===== config.mk =====
export PLATFORM = sky130hd
export DESIGN_NAME = regfile_scoreboard
export DESIGN_NICKNAME = d
export VERILOG_FILES = /design/src/rtl/regfile_scoreboard_pkg.sv /design/src/rtl/regfile_scoreboard_pend_counter.sv /design/src/rtl/regfile_scoreboard.sv
export SDC_FILE = /design/constraint.sdc
export NUM_CORES = 1
export LEC_CHECK = 0
export ABC_AREA = 1
export CORE_MARGIN = 4
export CORE_UTILIZATION = 50
export CTS_CLUSTER_SIZE = 8
export DETAILED_ROUTE_END_ITERATION = 7
export PLACE_DENSITY = 0.75
export SLEW_MARGIN = 30
export SYNTH_ARGS = -nofsm -noshare
export SYNTH_HDL_FRONTEND = slang
export SYNTH_SLANG_ARGS = --single-unit

===== constraint.sdc =====
create_clock -name clk -period 1.8 [get_ports clk]
set_input_delay 0.36 -clock clk [delete_from_list [all_inputs] [get_ports clk]]
set_output_delay 0.36 -clock clk [all_outputs]
set_load 0.02 [all_outputs]

===== src/rtl/regfile_scoreboard_pkg.sv =====
// regfile_pkg: shared types, constants and helpers for the register file
package regfile_pkg;
    localparam int DEF_DATA_W = 16;
    localparam int DEF_ADDR_W = 3;
    typedef logic [DEF_ADDR_W-1:0] reg_idx_t;
    typedef logic [DEF_DATA_W-1:0] word_t;
    localparam word_t BA_RESET_VAL = 16'h0040;
    function automatic int pend_max(input int pend_w);
        return (1 << pend_w) - 1;
    endfunction
endpackage


===== src/rtl/regfile_scoreboard_pend_counter.sv =====
// pend_counter: saturating up/down count of outstanding writes to one register
module pend_counter
    import regfile_pkg::*;
#(
    parameter int PEND_W = 2
) (
    input  logic              clk,
    input  logic              rst,
    input  logic              i_inc,
    input  logic              i_dec,
    output logic [PEND_W-1:0] o_cnt,
    output logic              o_at_max,
    output logic              o_nonzero
);
    logic [PEND_W-1:0] r_cnt;
    logic              w_inc;
    logic              w_dec;
    assign o_cnt     = r_cnt;
    assign o_at_max  = r_cnt == PEND_W'(pend_max(PEND_W));
    assign o_nonzero = r_cnt != '0;
    assign w_inc     = i_inc & !o_at_max;
    assign w_dec     = i_dec & o_nonzero;
    // count claims up and writebacks down; simultaneous events cancel, never wraps
    always_ff @(posedge clk) begin
        if (rst)
            r_cnt <= '0;
        else if (w_inc != w_dec)
            r_cnt <= w_inc ? r_cnt + PEND_W'(1) : r_cnt - PEND_W'(1);
    end
endmodule


===== src/rtl/regfile_scoreboard.sv =====
// regfile_scoreboard: multi-port register file with write-first bypass and pending-write scoreboard
module regfile_scoreboard
    import regfile_pkg::*;
#(
    parameter int                DATA_W   = DEF_DATA_W,
    parameter int                ADDR_W   = DEF_ADDR_W,
    parameter int                NUM_RD   = 2,
    parameter int                PEND_W   = 2,
    parameter logic [DATA_W-1:0] BA_RESET = DATA_W'(BA_RESET_VAL)
) (
    input  logic                     clk,
    input  logic                     rst,
    input  logic [NUM_RD-1:0]        i_rd_valid,
    input  logic [NUM_RD*ADDR_W-1:0] i_rd_addr,
    output logic [NUM_RD*DATA_W-1:0] o_rd_data,
    output logic [NUM_RD-1:0]        o_rd_busy,
    output logic                     o_stall,
    input  logic                     i_iss_en,
    input  logic [ADDR_W-1:0]        i_iss_addr,
    output logic                     o_iss_ready,
    input  logic                     i_wr_en,
    input  logic [ADDR_W-1:0]        i_wr_addr,
    input  logic [DATA_W-1:0]        i_wr_data,
    output logic                     o_err
);
    localparam int DEPTH = 2 ** ADDR_W;
    logic [DATA_W-1:0] r_regs [DEPTH];
    logic              r_err;
    logic [PEND_W-1:0] w_cnt [DEPTH];
    logic              w_at_max [DEPTH];
    logic              w_nz [DEPTH];
    for (genvar g = 0; g < DEPTH; g++) begin : g_cnt
        pend_counter #(.PEND_W(PEND_W)) u_cnt (
            .clk       (clk),
            .rst       (rst),
            .i_inc     (i_iss_en & (i_iss_addr == ADDR_W'(g))),
            .i_dec     (i_wr_en & (i_wr_addr == ADDR_W'(g))),
            .o_cnt     (w_cnt[g]),
            .o_at_max  (w_at_max[g]),
            .o_nonzero (w_nz[g])
        );
    end
    assign o_iss_ready = !w_at_max[i_iss_addr];
    assign o_stall     = |(i_rd_valid & o_rd_busy);
    assign o_err       = r_err;
    // read ports: write-first bypass, busy released when the last pending write lands now
    always_comb begin
        o_rd_data = '0;
        o_rd_busy = '0;
        for (int i = 0; i < NUM_RD; i++) begin
            o_rd_data[i*DATA_W +: DATA_W] = (i_wr_en & !rst & (i_wr_addr == i_rd_addr[i*ADDR_W +: ADDR_W]))
                ? i_wr_data : r_regs[i_rd_addr[i*ADDR_W +: ADDR_W]];
            o_rd_busy[i] = w_nz[i_rd_addr[i*ADDR_W +: ADDR_W]] &
                !((w_cnt[i_rd_addr[i*ADDR_W +: ADDR_W]] == PEND_W'(1)) & i_wr_en &
                  (i_wr_addr == i_rd_addr[i*ADDR_W +: ADDR_W]));
        end
    end
    // storage: BA resets to its base address, WB data always lands regardless of count
    always_ff @(posedge clk) begin
        if (rst) begin
            for (int k = 0; k < DEPTH; k++)
                r_regs[k] <= (k == 0) ? BA_RESET : '0;
        end else if (i_wr_en) begin
            r_regs[i_wr_addr] <= i_wr_data;
        end
    end
    // sticky flag for a writeback nobody claimed (e.g. stale WB after reset)
    always_ff @(posedge clk) begin
        if (rst)
            r_err <= 1'b0;
        else if (i_wr_en & !w_nz[i_wr_addr])
            r_err <= 1'b1;
    end
endmodule


==> impl_metrics.csv <==
group,metric,value,unit
status,status,"complete, but fails checks",
status,violations,"negative setup slack",
drt,viasPerCell,6.05,
logic_synthesis,yosys-top-cells-area,"edfxtp_1, nand2_1, nand3_1",
setup_path,critPathLaunchType,"flop",
drt,wl_per_cell,20.2,µm
drt,drtPass1Iterations,6,
power,power_frac_seq,0.406,
layout,final_core_util,0.743,
floorplan,die_w,140,µm
logic_synthesis,syn-num-nets,1237,
layout,nets,1434,
placement,dp_hpwl,19.6,mm
clock_tree,cts_tree,"done",
clock_tree,cts-buffers-inserted,17,
power,p_int,6.86,mW
power,vdd_ir_drop_max,0.000731,V
global_route,grt_pass1_vias,9482,
timing,grt_setup_unrepaired,"true",
timing,fin_ws,-0.362,ns
drt,met3_length,4.31,mm
layout,multi_input_area,4590,µm²
setup_path,path_delay_family,"simple AND/OR/NAND/NOR gates",
timing,period_minus_slack,2.16,ns
timing,worst_pin_slew,0.354,ns
worst_hold_path,hold_class,"in -> reg",
floorplan,rows,47,
clock_tree,clk_pin_slew,0.07,ns
layout,drive_gt1_frac,0.300,
power,p_leak,5.43,nW
timing,final.setup_skew,0.00396,ns
logic_synthesis,synth_top_area_share,0.443,
floorplan,die_area,19500,µm²
clock_tree,clk_latency,0.43,ns
placement,dp_cells,1574,
timing,setup_viol_count_final,36,
timing,period_share,1.20,
logic_synthesis,syn_area_per_cell,7.22,µm²
drt,routed-via-count,9882,
layout,diodes,0,
setup_path,cp_slowest_stage_delay,0.39,ns
logic_synthesis,synthCells,1203,
layout,final_cells,1633,
drt,drc,0,
drt,drt_iter0_markers,1397,
power,p_per_area,783,nW/µm²
setup_path,crit_type,"reg -> out",
logic_synthesis,synth_seq_cells,145,
drt,antenna_left,0,
logic_synthesis,syn_area,8690,µm²
run,maxCapViolations,0,
worst_hold_path,worst_hold_startpoint,"i_wr_addr[2]",
floorplan,pin_count,71,
global_route,antenna_found_initial,0,
clock_tree,ctsLongestPathBuffers,2,
timing,drv_slew,0,
clock_tree,cts-root-buf,"clkbuf_16",
setup_path,crit_path_end_kind,"output port",
power,clkPwrFrac,0.364,
floorplan,start_util,0.516,
power,p_comb_frac,0.229,
drt,wl,32.9,mm
clock_tree,cts_hold_buf,0,
global_route,track_usage,0.324,
drt,met2WireLength,15.2,mm
setup_path,cp.arrival,1.80,ns
setup_path,cp_slowest_cell,"dfxtp_4",
floorplan,core,16800,µm²
placement,globalplace.congestion,0.941,
setup_path,worstPathBufferInverterCount,2,
global_route,grt_start_max_net_pins,51,
setup_path,worstSetupStartpoint,"g_cnt[4].u_cnt.o_cnt[0]$_SDFFE_PP0P_",
global_route,grt-ovfl-total,0,
logic_synthesis,ys_warn_count,0,
layout,n_fill_cell,1137,
drt,dr.max_layer_used,"met4",
clock_tree,cts_max_level,4,
timing,fmax,0.463,GHz
logic_synthesis,ys_seq_area_frac,0.482,
logic_synthesis,yosysUniqueCellTypes,26,
setup_path,crit_chain,"inv_1 > nand2_1 > nand2_1 > nand3_2 > nand3_1 > nand2_2 > nand3_2 > nand2_2 > buf_6",
floorplan,dieHeight,140,µm
layout,area_delta_synth_final,43.8,%
power,p_sw,2.92,mW
drt,wl_met1,11.5,mm
placement,port_buffers,70,
placement,pre_cts_slack,-1.16,ns
power,p_total,9.78,mW
power,switching_share,0.299,
setup_path,r2r_start,"g_cnt[4].u_cnt.o_cnt[1]$_SDFFE_PP0P_",
global_route,grt_pass1_wl,49.8,mm
setup_path,cp.required,1.44,ns
timing,slew_headroom,0.763,
logic_synthesis,yosys.area.top_type,"edfxtp_1",
setup_path,cp_max_fo,5,
clock_tree,cts.sinks,145,
layout,regArea,4240,µm²
timing,final-hold-violation-count,0,
[layout make-up]
type / count / area share
clock buffers: 18 / 0.0344
clock inverters: 14 / 0.0125
inverters: 74 / 0.0230
multi-input cells: 912 / 0.367
flip-flops and latches: 145 / 0.339
well taps: 220 / 0.0220
repair buffers: 250 / 0.202
[flip-flops by register name, summed over array words and instances (netlist names)]
| signal | cells |
|---|---|
| g_cnt.u_cnt.o_cnt | 16 |
| o_err | 1 |
| r_regs | 128 |
[synthesized netlist by cell type, drive strengths merged]
master and count:
a21oi 25, a31oi 1, and2 1, buf 34, clkbuf 38, clkinv 17
dfxtp 17, edfxtp 128, inv 57, nand2 377, nand3 181, nand3b 1
nand4 3, nor2 206, nor3 1, o211ai 17, o21ai 90, o22ai 5
or2 1, xnor2 1, xor2 2
[routing by layer]
layer / global-route usage / vias to the layer above
li1: - / 4385
met3: 0.0902 / 192
met2: 0.513 / 801
met4: 0.158 / 0
met1: 0.410 / 4504
met5: 0 / -
[logic make-up (layout without fill, tap and decap cells)]
family,after synthesis,after routing,synth area share
AOI/OAI and AO/OA,138,138,0.0853
and+or+nand+nor,771,771,0.362
xor gates and xnor gates,3,3,0.00303
buffers and inverters,146,356,0.0676
DFF,145,145,0.482
[placed cells by master, fill, tap and decap left out, types with 20 or more instances in the layout]
cell,count
nand2_1,329
nor2_1,184
nand3_1,159
buf_4,142
edfxtp_1,128
buf_6,48
o21ai_0,45
nand2_2,32
inv_1,31
buf_12,24
inv_2,23
clkdlybuf4s50_1,21
a21oi_1,20
nand3_2,20
[final timing paths]
path / endpoint / slack (ns) / cells after the start
hold / removal: o_err$_SDFFE_PP0P_ / 0.26 / 4
setup / recovery: o_stall / -0.36 / 9
hold reg to reg: o_err$_SDFFE_PP0P_ / 0.45 / 2
setup reg to reg: g_cnt[4].u_cnt.o_cnt[1]$_SDFFE_PP0P_ / 0.28 / 9
[metrics by stage]
step                setup TNS, ns  area, µm²  hold WS [ns]
global route                -6.99      12500         0.291
global placement          -118.91      10900         0.438
finish                      -5.54      12500         0.265
detailed placement        -123.49      10900         0.447
floorplan                   -9.96       8850         0.452
CTS                         -3.34      12200         0.248
[worst min-delay path, cell delays in order]
cell and delay (ns):
buf_8 0.09, o21ai_0 0.07, nand2_1 0.07, a21oi_1 0.06
[power groups by stage]
stage | Sequential (mW) | Clock [mW] | Combinational (mW)
after global routing | 3.99 | 3.74 | 2.38
after CTS | 3.96 | 3.57 | 2.08
final | 3.97 | 3.56 | 2.24
after floorplan | 4.01 | 0 | 1.01
after detailed placement | 4.03 | 0 | 1.87
after global placement | 4.02 | 0 | 1.84
[repair_timing]
item	CTS	global route
gates cloned	4	0
endpoints found under the setup margin	61	36
resized for setup	403	84
endpoints found under the hold margin	0	0
pin swaps	45	44
buffers inserted	21	3
Note: power is estimated with default switching activity, not from simulation.
